File: config.mk
export PLATFORM = sky130hd
export DESIGN_NAME = ext_arbiter_flat
export DESIGN_NICKNAME = d
export VERILOG_FILES = /design/src/rtl/ext_arbiter_pkg.sv /design/src/rtl/ext_arbiter_if.sv /design/src/rtl/ext_arbiter_ext.sv /design/src/rtl/ext_arbiter.sv /design/src/flat_wrapper.sv
export SDC_FILE = /design/constraint.sdc
export NUM_CORES = 1
export LEC_CHECK = 0
export CORE_MARGIN = 10
export CORE_UTILIZATION = 41
export CTS_BUF_LIST = sky130_fd_sc_hd__clkbuf_8
export CTS_CLUSTER_DIAMETER = 200
export CTS_CLUSTER_SIZE = 25
export DETAILED_ROUTE_END_ITERATION = 8
export GPL_TIMING_DRIVEN = 0
export MAX_ROUTING_LAYER = met4
export PLACE_DENSITY_LB_ADDON = 0.08
export SKIP_CTS_REPAIR_TIMING = 1
export SLEW_MARGIN = 0
export SYNTH_ARGS = -nofsm -noshare
export SYNTH_HDL_FRONTEND = slang
export SYNTH_SLANG_ARGS = --single-unit
export TNS_END_PERCENT = 100
File: constraint.sdc
create_clock -name clk -period 1.51 [get_ports clk]
set_clock_uncertainty 0.1 [all_clocks]
set_input_delay 0.302 -clock clk [delete_from_list [all_inputs] [get_ports clk]]
set_output_delay 0.302 -clock clk [all_outputs]
set_load 0.005 [all_outputs]
File: src/rtl/ext_arbiter_pkg.sv
// ext_arbiter_pkg: shared constants and types for the immediate-extender arbiter.
//   IMM_W / DATA_W : immediate and result widths
//   EOP_*          : extend-op encodings
//   state_t        : result-register occupancy state
package ext_arbiter_pkg;

   localparam int unsigned N_REQ  = 2;
   localparam int unsigned IMM_W  = 16;
   localparam int unsigned DATA_W = 32;

   localparam logic [1:0] EOP_SIGN     = 2'd0;
   localparam logic [1:0] EOP_ZERO     = 2'd1;
   localparam logic [1:0] EOP_LUI      = 2'd2;
   localparam logic [1:0] EOP_SIGN_SL2 = 2'd3;

   typedef enum logic {
      st_empty,
      st_full
   } state_t;

endpackage

File: src/rtl/ext_arbiter_if.sv
// ext_arbiter_if: request/result bundle between two requesters, the arbiter and the consumer.
//   req_valid[i]      : requester i presents a request
//   req_imm0/req_eop0 : requester 0 immediate and extend op
//   req_imm1/req_eop1 : requester 1 immediate and extend op
//   req_ready[i]      : requester i accepted this cycle
//   out_valid/out_data/out_id : registered result and owning requester
//   out_ready         : consumer takes the result this cycle
// Modports: slave = arbiter side, master = requester/consumer side.
interface ext_arbiter_if;
   import ext_arbiter_pkg::*;

   logic [1:0]        req_valid;
   logic [IMM_W-1:0]  req_imm0;
   logic [1:0]        req_eop0;
   logic [IMM_W-1:0]  req_imm1;
   logic [1:0]        req_eop1;
   logic [1:0]        req_ready;
   logic              out_valid;
   logic [DATA_W-1:0] out_data;
   logic              out_id;
   logic              out_ready;

   modport slave (
      input  req_valid, req_imm0, req_eop0, req_imm1, req_eop1, out_ready,
      output req_ready, out_valid, out_data, out_id
   );

   modport master (
      output req_valid, req_imm0, req_eop0, req_imm1, req_eop1, out_ready,
      input  req_ready, out_valid, out_data, out_id
   );

endinterface

File: src/rtl/ext_arbiter_ext.sv
// ext: combinational immediate extender.
//   imm : IMM_W-bit immediate
//   EOp : extend op (sign / zero / upper / sign-shift-left-2)
//   ext : DATA_W-bit extended result
module ext
   import ext_arbiter_pkg::*;
(
   input  logic [IMM_W-1:0]  imm,
   input  logic [1:0]        EOp,
   output logic [DATA_W-1:0] ext
);

   always_comb begin
      ext = '0;
      unique case (EOp)
         EOP_SIGN:     ext = {{16{imm[15]}}, imm};
         EOP_ZERO:     ext = {16'h0000, imm};
         EOP_LUI:      ext = {imm, 16'h0000};
         EOP_SIGN_SL2: ext = {{14{imm[15]}}, imm, 2'b00};
         default:      ext = '0;
      endcase
   end

endmodule

File: src/rtl/ext_arbiter.sv
// ext_arbiter: round-robin arbiter sharing one immediate extender between two requesters,
// with a registered valid/ready result tagged by the owning requester.
//   clk, reset : rising-edge clock, synchronous active-high reset
//   bus        : ext_arbiter_if.slave (requests in, req_ready / result out)
// Optional build macro EXT_ARB_STATS_EN adds grant_cnt0, grant_cnt1 and stall_cnt counters.
module ext_arbiter
   import ext_arbiter_pkg::*;
(
   input  logic               clk,
   input  logic               reset,
   ext_arbiter_if.slave       bus
`ifdef EXT_ARB_STATS_EN
   ,
   output logic [31:0]        grant_cnt0,
   output logic [31:0]        grant_cnt1,
   output logic [31:0]        stall_cnt
`endif
);

   state_t            state_q, state_d;
   logic              last_q;
   logic [DATA_W-1:0] data_q;
   logic              id_q;
   logic              can_accept;
   logic [1:0]        grant;
   logic              win;
   logic [IMM_W-1:0]  win_imm;
   logic [1:0]        win_eop;
   logic [DATA_W-1:0] ext_val;

   // A full register may still accept when the consumer drains it in the same cycle.
   always_comb begin
      grant      = 2'b00;
      state_d    = state_q;
      can_accept = (state_q == st_empty) || bus.out_ready;
      if (!reset && can_accept) begin
         case (bus.req_valid)
            2'b01:   grant = 2'b01;
            2'b10:   grant = 2'b10;
            // last_q == 1 means requester 1 won last, so requester 0 goes next.
            2'b11:   grant = last_q ? 2'b01 : 2'b10;
            default: grant = 2'b00;
         endcase
      end
      if (grant != 2'b00) begin
         state_d = st_full;
      end else if ((state_q == st_full) && bus.out_ready) begin
         state_d = st_empty;
      end
   end

   assign win     = grant[1];
   assign win_imm = win ? bus.req_imm1 : bus.req_imm0;
   assign win_eop = win ? bus.req_eop1 : bus.req_eop0;

   ext u_ext (
      .imm (win_imm),
      .EOp (win_eop),
      .ext (ext_val)
   );

   always_ff @(posedge clk) begin
      if (reset) begin
         state_q <= st_empty;
         last_q  <= 1'b1;
         data_q  <= '0;
         id_q    <= 1'b0;
      end else begin
         state_q <= state_d;
         if (grant != 2'b00) begin
            data_q <= ext_val;
            id_q   <= win;
            last_q <= win;
         end
      end
   end

   assign bus.req_ready = grant;
   assign bus.out_valid = (state_q == st_full);
   assign bus.out_data  = data_q;
   assign bus.out_id    = id_q;

`ifdef EXT_ARB_STATS_EN
   always_ff @(posedge clk) begin
      if (reset) begin
         grant_cnt0 <= '0;
         grant_cnt1 <= '0;
         stall_cnt  <= '0;
      end else begin
         if (grant[0]) grant_cnt0 <= grant_cnt0 + 32'd1;
         if (grant[1]) grant_cnt1 <= grant_cnt1 + 32'd1;
         if ((bus.req_valid != 2'b00) && (grant == 2'b00)) stall_cnt <= stall_cnt + 32'd1;
      end
   end
`endif

endmodule
File: src/flat_wrapper.sv
// flat-port wrapper written by rule: the top's interface ports become plain ports
module ext_arbiter_flat import ext_arbiter_pkg::*;
  (clk, reset, bus_req_valid, bus_req_imm0, bus_req_eop0, bus_req_imm1, bus_req_eop1, bus_out_ready, bus_req_ready, bus_out_valid, bus_out_data, bus_out_id);
  ext_arbiter_if bus_i ();
  input  logic clk;
  input  logic reset;
  input wire logic [$bits(bus_i.req_valid)-1:0] bus_req_valid;
  input wire logic [$bits(bus_i.req_imm0)-1:0] bus_req_imm0;
  input wire logic [$bits(bus_i.req_eop0)-1:0] bus_req_eop0;
  input wire logic [$bits(bus_i.req_imm1)-1:0] bus_req_imm1;
  input wire logic [$bits(bus_i.req_eop1)-1:0] bus_req_eop1;
  input wire logic [$bits(bus_i.out_ready)-1:0] bus_out_ready;
  output wire logic [$bits(bus_i.req_ready)-1:0] bus_req_ready;
  output wire logic [$bits(bus_i.out_valid)-1:0] bus_out_valid;
  output wire logic [$bits(bus_i.out_data)-1:0] bus_out_data;
  output wire logic [$bits(bus_i.out_id)-1:0] bus_out_id;
  assign bus_i.req_valid = bus_req_valid;
  assign bus_i.req_imm0 = bus_req_imm0;
  assign bus_i.req_eop0 = bus_req_eop0;
  assign bus_i.req_imm1 = bus_req_imm1;
  assign bus_i.req_eop1 = bus_req_eop1;
  assign bus_i.out_ready = bus_out_ready;
  assign bus_req_ready = bus_i.req_ready;
  assign bus_out_valid = bus_i.out_valid;
  assign bus_out_data = bus_i.out_data;
  assign bus_out_id = bus_i.out_id;
  ext_arbiter u_core (.clk(clk), .reset(reset), .bus(bus_i));
endmodule
==> results.txt, run 1 <==
----------------------------------------------------
[Layout]
  Layout net count ... 385
  Post-layout instance count excluding filler cells ... roughly 410
  Fraction of final layout cells sized beyond drive strength 1 ... between 30% and 40%
  Layout-stage area growth over the synthesis result ... 78.9%
  Fillers ... 348
  Share of the core filled with cells in the final layout ... ~77%
  Final cell area excluding filler cells ... around 3700 um2
  Diodes inserted ... 0

[Setup path]
  Worst r2r dst ... u_core.bus.out_data[7]
  Reg-to-reg critical path startpoint ... u_core.last_q
  Number of cells traversed by the worst register-to-register path ... 9
  Cell-by-cell listing of the critical path ... a21boi_4 > nand3_4 > inv_4 > buf_8 > buf_6 > mux2i_4 > buf_6 > nand2_1 > a211oi_1
  Kind of end point of the critical path ... flip-flop
  Data required time at the worst endpoint ... 1.62 ns
  CP Depth ... 9
  Cell family with most CP delay ... buffers and inverters
  Critical Path Source Type ... flip-flop
  Register-to-register setup slack ... -0.33 ns
  Buffering stage count on the worst path with inverters included ... 4
  Critical path start-end classification ... flip-flop to flip-flop
  Most common cell on crit path ... sky130_fd_sc_hd__buf_6
  Critical-path top delay cell ... sky130_fd_sc_hd__dfxtp_2
  Critical Path Fanout Max ... 5
  Maximum cell stage delay along the critical path ... 0.34 ns
  Arrival time worst endpoint ... a little under 2 ns

[Placed design]
  Post-detailed-placement half-perimeter wirelength ... approximately 5600 um
  Gpl congestion ... around 0.9
  Cell count after placement ... approximately 390
  Placed Instance Area ... about 2900 um2
  Placement Setup Slack ... -1.13 ns
  Quantity of I/O buffers inserted on ports ... 75

[Floorplanning]
  Width of the die ... 91.2 um
  I/O pin count ... just under 80
  Initial core utilization ... a little over two fifths
  CORE AREA ... between 4000 and 5000 um2
  Cell row count ... 25
  Die footprint ... around 8300 um2
  Die extent in y ... 91.2 um

[Clock network]
  H-Tree Depth ... 2
  Number of clock sinks ... 35
  Buffer depth of the longest clock path ... 2
  Worst skew pair latency ... slightly below 0.3 ns
  Number of clock buffers inserted by TritonCTS ... 5
  Clock root buffer ... sky130_fd_sc_hd__clkbuf_8
  Clock-pin slew reported for the worst setup and hold paths after clock tree synthesis ... 0.08 ns
  CTS tree ... built

[Yosys]
  Synth Area in Compound Gates ... about a quarter
  Share of synthesized registers carrying an async set or reset ... 0%
  Number of synthesized register bits ... 35
  Synthesized area per cell ... between 8 and 9 um2
  Dominant cell type by area after synthesis ... sky130_fd_sc_hd__dfxtp_1
  Number of instances in the synthesized netlist ... about 240
  Area fraction of the dominant cell type after synthesis ... 33.7%
  Synthesized-area fraction occupied by adder cells ... 0%
  Number of flops mapped to enable cells by yosys ... 0
  Top cells by area in the synthesized netlist ... sky130_fd_sc_hd__dfxtp_1 34%, sky130_fd_sc_hd__mux2_2 7.6%, sky130_fd_sc_hd__nor3_1 6.5%, sky130_fd_sc_hd__a311oi_1 5.9%, sky130_fd_sc_hd__a22o_1 5.5%
  Synthesized-area fraction occupied by xor and xnor cells ... 0%
  Top_reg_cell synth ... sky130_fd_sc_hd__dfxtp_1
  Simple-gate portion of the synthesized area ... around a quarter
  Number of distinct library cells after synthesis ... 38
  Fraction of synthesized area in multiplexers ... 9.51%
  Main combinational cell family by area after synthesis ... compound AO/OA/AOI/OAI gates
  Post-Syn Area ... between 2000 and 2500 um2
  Part of the Yosys area used for sequential elements ... between 30% and 40%
  Number of warnings printed during yosys synthesis ... 0
  Post-Syn Nets ... approximately 290

[Power]
  Power consumption ... between 2 and 3 mW
  Power density over the cells ... 715 nW/um2
  Static Leakage ... 1.96 nW
  Worst IR drop on VDD ... approximately 0.00048 V

[Global routing]
  Overall Global Routing Usage ... between 10% and 20%
  Number of global-route vias before repair ... 2,242
  Congestion Overflow GR ... 0
  Maximum number of pins on one net before global-route repair ... 13
  First-pass GRT wire length ... roughly 12,000 um
  Antenna violations before repair ... 0

[Detailed routing]
  Total number of vias ... between 2,000 and 2,500
  Avg WL per Cell ... about 20 um
  Final WL ... roughly 8300 um
  Number of antenna-violating nets in the routed design ... 0
  Vias per cell ... just under 6
  Initial DRC count ... roughly 320
  Total iterations of the first detailed-routing run ... 4
  Remaining DRCs ... 0

[Timing]
  Highest attainable clock frequency ... between 500 and 600 MHz
  Post-layout min period ... ~1.8 ns
  Final setup violation count ... 34
  Max_slew headroom ... between 60% and 70%
  Setup repair after global routing missed its margin ... yes
  Final cycle utilization of the critical path ... 122%
  Pins Over Slew Limit ... 0
  Setup ws final ... -0.329 ns
  Setup tns final ... -6.99 ns
  Hold slack ... approximately 0.3 ns
  Number of hold violations in the final report ... 0
  Slew at the pin closest to its max-slew limit ... roughly 0.57 ns

[Worst hold path]
  Critical hold path startpoint ... bus_req_eop0[1]
  Hold worst-path end ... u_core.bus.out_data[16]
  Hold Crit Class ... input port to flip-flop
  Number of stages on the worst hold path ... 3

[Outcome]
  Violated checks ... setup timing
  Outcome ... finished with violations

[Job]
  Number of max-capacitance violations reported ... 0

----------------------------------------------------
[state kept, by name, summed over array words and instances (netlist names)]
signal / flops
u_core.last_q: 1
u_core.bus.out_valid: 1
u_core.bus.out_id: 1
u_core.bus.out_data: 32
[synth_stat cells (all sizes together) (2+ instances only)]
cell / n
nor2: 31
a311oi: 15
nand2: 17
dfxtp: 35
nor3: 27
clkbuf: 10
and2: 2
nand2b: 3
a221oi: 6
or3: 3
inv: 7
mux2i: 4
and3: 11
a21oi: 5
a211oi: 10
buf: 11
mux2: 14
o2bb2ai: 2
nand3: 6
o21ai: 3
a22o: 13
[power breakdown]
part | internal [mW] | switching [mW]
sequential | 1.01 | 0.0447
clock | 0.321 | 0.368
combinational | 0.482 | 0.436
[tightest hold or removal path: stages]
cell                       delay [ns]
sky130_fd_sc_hd__buf_2           0.17
sky130_fd_sc_hd__nand3_1         0.09
sky130_fd_sc_hd__a311oi_1        0.09
[cells in the final DEF, fill, tap and decap left out, types with 4 or more instances in the layout]
master	synthesis	final
sky130_fd_sc_hd__nand2_1	17	11
sky130_fd_sc_hd__nor2_1	30	23
sky130_fd_sc_hd__clkbuf_8	0	5
sky130_fd_sc_hd__mux2_2	14	13
sky130_fd_sc_hd__buf_6	4	11
sky130_fd_sc_hd__nor3_4	0	8
sky130_fd_sc_hd__nand3_1	5	5
sky130_fd_sc_hd__dfxtp_1	35	32
sky130_fd_sc_hd__nor2_2	1	7
sky130_fd_sc_hd__nor3_2	0	7
sky130_fd_sc_hd__clkdlybuf4s50_1	0	32
sky130_fd_sc_hd__a311oi_2	0	11
sky130_fd_sc_hd__inv_1	5	4
sky130_fd_sc_hd__and3_1	11	10
sky130_fd_sc_hd__nor3_1	27	12
sky130_fd_sc_hd__buf_4	2	17
sky130_fd_sc_hd__a21oi_1	4	4
sky130_fd_sc_hd__a211oi_2	0	7
sky130_fd_sc_hd__dlymetal6s2s_1	0	41
sky130_fd_sc_hd__a221oi_2	0	4
sky130_fd_sc_hd__a22o_1	13	13
[final cells by class]
| class | instances | area (um2) | share of cell area, % |
|---|---|---|---|
| timing repair buffer | 93 | 1030 | 27.7 |
| multi-input combinational | 181 | 1590 | 42.8 |
| inverter | 7 | 28.8 | 0.773 |
| clock inverter | 3 | 20.0 | 0.538 |
| sequential | 35 | 707 | 19.0 |
| tap | 67 | 83.8 | 2.25 |
| clock buffer | 5 | 68.8 | 1.85 |
| buffer | 21 | 191 | 5.14 |
[worst max-delay path by stage]
stage                      from                       to  slack (ns)
2_1_floorplan  bus_req_valid[1]  u_core.bus.out_data[10]       -0.08
3_3_place_gp   bus_req_valid[1]         bus_req_ready[1]       -1.11
3_5_place_dp   bus_req_valid[1]         bus_req_ready[1]       -1.13
4_1_cts        bus_req_valid[1]         bus_req_ready[1]       -1.12
5_1_grt           u_core.last_q   u_core.bus.out_data[7]       -0.40
6_report          u_core.last_q   u_core.bus.out_data[7]       -0.33
[logic make-up (layout without fill, tap and decap cells)]
group,after synthesis,count (layout)
AO/OA/AOI/OAI,60,60
buffers and inverters,28,129
flip-flops,35,35
multiplexers,18,18
AND/OR/NAND/NOR,103,103
[metal layers]
metal  wire, um  share of wire (%)  global-route usage, %  up-vias
li1           -                  -                      -     1117
met1       3580                 43                   23.3     1151
met2       3850                 46                   26.0      117
met3        792                9.5                   4.94       14
met4        124                1.5                   4.57        0
met5          0                  0                      -        -
(Power assumes the default switching activity.)
==> run 2: changes to the inputs <==
==> constraint.sdc (replaced) <==
create_clock -name clk -period 1.51 [get_ports clk]
set_clock_uncertainty 0.1 [all_clocks]
set_input_delay 0.151 -clock clk [delete_from_list [all_inputs] [get_ports clk]]
set_output_delay 0.151 -clock clk [all_outputs]
set_load 0.005 [all_outputs]
==> run 2 against run 1 <==
- the flow still finishes with violations (setup timing)
- flip-flop and latch count did not move
- power fell by 2.2%
- utilization fell by 6.6 points
- largest power group unchanged
- global-route usage fell by 0.59 points
- wire length fell by 4.0%
- die area did not move
- combinational power fell by 3.6%
- first-iteration DRC count fell by 11%
- setup slack improved by 0.057 ns
- fmax rose by 3.2%
- cell count fell by 2.7%
==> results.txt, run 2 (synthesized netlist as in run 1, its figures left out) <==
----------------------------------------------------
[Layout]
  Share of the core filled with cells in the final layout ... 70.7% (-6.6 points)
  Diodes inserted ... 0 (unchanged)
  Layout net count ... 374 (-2.9%)
  Final cell area excluding filler cells ... 3400 um2 (-8.5%)
  Commonest cells after routing, fill and taps aside ... 67 x sky130_fd_sc_hd__clkdlybuf4s50_1, 33 x sky130_fd_sc_hd__dfxtp_1, 28 x sky130_fd_sc_hd__nor2_1
  Commonest non-fill, non-tap cell in the layout ... sky130_fd_sc_hd__clkdlybuf4s50_1
  Post-layout instance count excluding filler cells ... 401 (-2.7%)
  Fillers ... 376 (+8.0%)
  Fraction of final layout cells sized beyond drive strength 1 ... 32.6% (-5.6 points)
  Layout-stage area growth over the synthesis result ... 63.7%
  Flip-flop count of the largest register after layout ... 32 (unchanged)

[Detailed routing]
  Initial DRC count ... 283 (-11%)
  Post-Route M1 WL ... 3660 um (+2.3%)
  Top routing layer used ... met4
  Avg WL per Cell ... 20.0 um (-1.4%)
  Met3 WL post-DR ... 690 um (-13%)
  Number of antenna-violating nets in the routed design ... 0 (unchanged)
  Final WL ... 8010 um (-4.0%)
  Total iterations of the first detailed-routing run ... 5 (+1)
  Remaining DRCs ... 0 (unchanged)
  Total number of vias ... 2,373 (-1.1%)
  Vias per cell ... 5.92 (+1.6%)
  Met2 WL ... 3550 um (-7.8%)

[Setup path]
  Number of cells traversed by the worst register-to-register path ... 8 (-1)
  Critical-path top delay cell ... sky130_fd_sc_hd__or3_1
  Critical Path Source Type ... flip-flop
  Buffering stage count on the worst path with inverters included ... 3 (-1)
  Critical Path Fanout Max ... 6 (+1)
  Cell-by-cell listing of the critical path ... a21boi_4 > nand3_4 > inv_4 > buf_12 > buf_6 > a221oi_1 > or3_1 > a21oi_2
  Maximum cell stage delay along the critical path ... 0.43 ns (+0.09 ns)
  Kind of end point of the critical path ... flip-flop
  Cell family with most CP delay ... simple AND/OR/NAND/NOR gates
  CP Depth ... 8 (-1)
  Arrival time worst endpoint ... 1.90 ns (-0.05 ns)
  Critical path start-end classification ... flip-flop to flip-flop
  Data required time at the worst endpoint ... 1.62 ns (about the same)

[Timing]
  Final setup violation count ... 33 (-2.9%)
  Max_slew headroom ... 54.7% (-7.5 points)
  Setup tns final ... -5.54 ns (+1.46 ns)
  Highest attainable clock frequency ... 561 MHz (+3.2%)
  Number of hold violations in the final report ... 0 (unchanged)
  Setup repair after global routing missed its margin ... yes
  Pins Over Slew Limit ... 0 (unchanged)
  Setup ws final ... -0.272 ns (+0.0574 ns)
  Hold slack ... 0.187 ns (-0.114 ns)
  Slew at the pin closest to its max-slew limit ... 0.680 ns (+0.112 ns)
  Post-layout min period ... 1.78 ns (-0.0574 ns)
  Final cycle utilization of the critical path ... 118% (-3.8 points)

[Job]
  Number of max-capacitance violations reported ... 0 (unchanged)

[Clock network]
  Worst skew pair latency ... 0.28 ns (about the same)
  Number of clock buffers inserted by TritonCTS ... 5 (unchanged)
  H-Tree Depth ... 2 (unchanged)
  Buffer depth of the longest clock path ... 2 (unchanged)
  Number of clock sinks ... 35 (unchanged)
  CTS tree ... built
  Clock root buffer ... sky130_fd_sc_hd__clkbuf_8
  Clock-pin slew reported for the worst setup and hold paths after clock tree synthesis ... 0.07 ns (about the same)

[Global routing]
  Congestion Overflow GR ... 0 (unchanged)
  First-pass GRT wire length ... 11,500 um (-3.2%)
  Antenna violations before repair ... 0 (unchanged)
  Overall Global Routing Usage ... 17.1% (-0.59 points)
  Maximum number of pins on one net before global-route repair ... 12 (-1)
  Number of global-route vias before repair ... 2,167 (-3.3%)

[Floorplanning]
  CORE AREA ... 4820 um2 (unchanged)
  Die extent in y ... 91.2 um (unchanged)
  I/O pin count ... 77 (unchanged)
  Initial core utilization ... 43.2% (unchanged)
  Die footprint ... 8320 um2 (unchanged)
  Width of the die ... 91.2 um (unchanged)
  Cell row count ... 25 (unchanged)

[Power]
  Combinational group share of total power ... 34.0% (-0.5 points)
  Static Leakage ... 1.30 nW (-34%)
  Power consumption ... 2.60 mW (-2.2%)
  Cell internal power dissipation ... 1.80 mW (-0.89%)
  Worst IR drop on VDD ... 0.000520 V (+7.3%)
  Clock share of power ... 25.3% (-0.6 points)
  Switching component of the power ... 805 uW (-5.1%)
  Power density over the cells ... 764 nW/um2 (+6.9%)
  Switching Share ... 30.9% (-0.93 points)
  Sequential share of power ... 40.7% (+1.1 points)

[Placed design]
  Post-detailed-placement half-perimeter wirelength ... 5490 um (-1.4%)
  Quantity of I/O buffers inserted on ports ... 75 (unchanged)
  Cell count after placement ... 386 (unchanged)
  Placed Instance Area ... 2920 um2 (+0.13%)
  Placement Setup Slack ... -0.829 ns (+0.296 ns)
  Gpl congestion ... 0.930 (+0.98%)

[Outcome]
  Outcome ... finished with violations
  Violated checks ... setup timing

[Worst hold path]
  Hold Crit Class ... input port to flip-flop
  Number of stages on the worst hold path ... 3 (unchanged)

----------------------------------------------------
-- run 2: cell count changes in the layout (fill, tap and decap cells not counted), moves of 5 or more --
cell                              delta
sky130_fd_sc_hd__nor3_1              +5
sky130_fd_sc_hd__clkdlybuf4s50_1    +35
sky130_fd_sc_hd__buf_4               -9
sky130_fd_sc_hd__dlymetal6s2s_1     -35
sky130_fd_sc_hd__nor3_4              -8
sky130_fd_sc_hd__nor2_2              -5
sky130_fd_sc_hd__nor2_1              +5
-- run 2: path summary, 6_finish.rpt --
| check | from | endpoint | slack [ns] |
|---|---|---|---|
| worst min-delay path | bus_out_ready | u_core.bus.out_valid | 0.19 |
| worst max register to register | u_core.last_q | u_core.bus.out_data[13] | -0.27 |
| worst max-delay path | u_core.last_q | u_core.bus.out_data[13] | -0.27 |
| worst min register to register | u_core.bus.out_data[15] | u_core.bus.out_data[15] | 0.36 |
-- run 2: layout make-up --
class,count,area [um2],share of cell area (%)
inverters,7,28.8,0.845
flip-flops and latches,35,706,20.7
repair buffers,82,816,24.0
clock inverters,3,15.0,0.441
plain buffers,21,179,5.26
clock buffers,5,68.8,2.02
well taps,67,83.8,2.46
multi-input cells,181,1510,44.3
-- run 2: worst reg2reg max path, stage by stage, from the launching register on --
cell                       delay [ns]
sky130_fd_sc_hd__dfxtp_2         0.34
sky130_fd_sc_hd__a21boi_4        0.18
sky130_fd_sc_hd__nand3_4         0.11
sky130_fd_sc_hd__inv_4           0.09
sky130_fd_sc_hd__buf_12          0.12
sky130_fd_sc_hd__buf_6           0.13
sky130_fd_sc_hd__a221oi_1        0.06
sky130_fd_sc_hd__or3_1           0.43
sky130_fd_sc_hd__a21oi_2         0.14
-- run 2: routing by layer --
metal | vias to the layer above | track usage [%]
met5 | - | -
met4 | 0 | 4.18
met1 | 1121 | 24.3
met3 | 15 | 3.87
met2 | 139 | 23.7
li1 | 1098 | -
-- run 2: power groups by stage --
stage / Combinational (mW) / Sequential (mW) / Clock, mW
2_1_floorplan: 0.330 / 1.08 / 0
3_3_place_gp: 0.736 / 1.07 / 0
3_5_place_dp: 0.734 / 1.08 / 0
4_1_cts: 0.738 / 1.06 / 0.669
5_1_grt: 0.936 / 1.07 / 0.717
6_report: 0.885 / 1.06 / 0.657
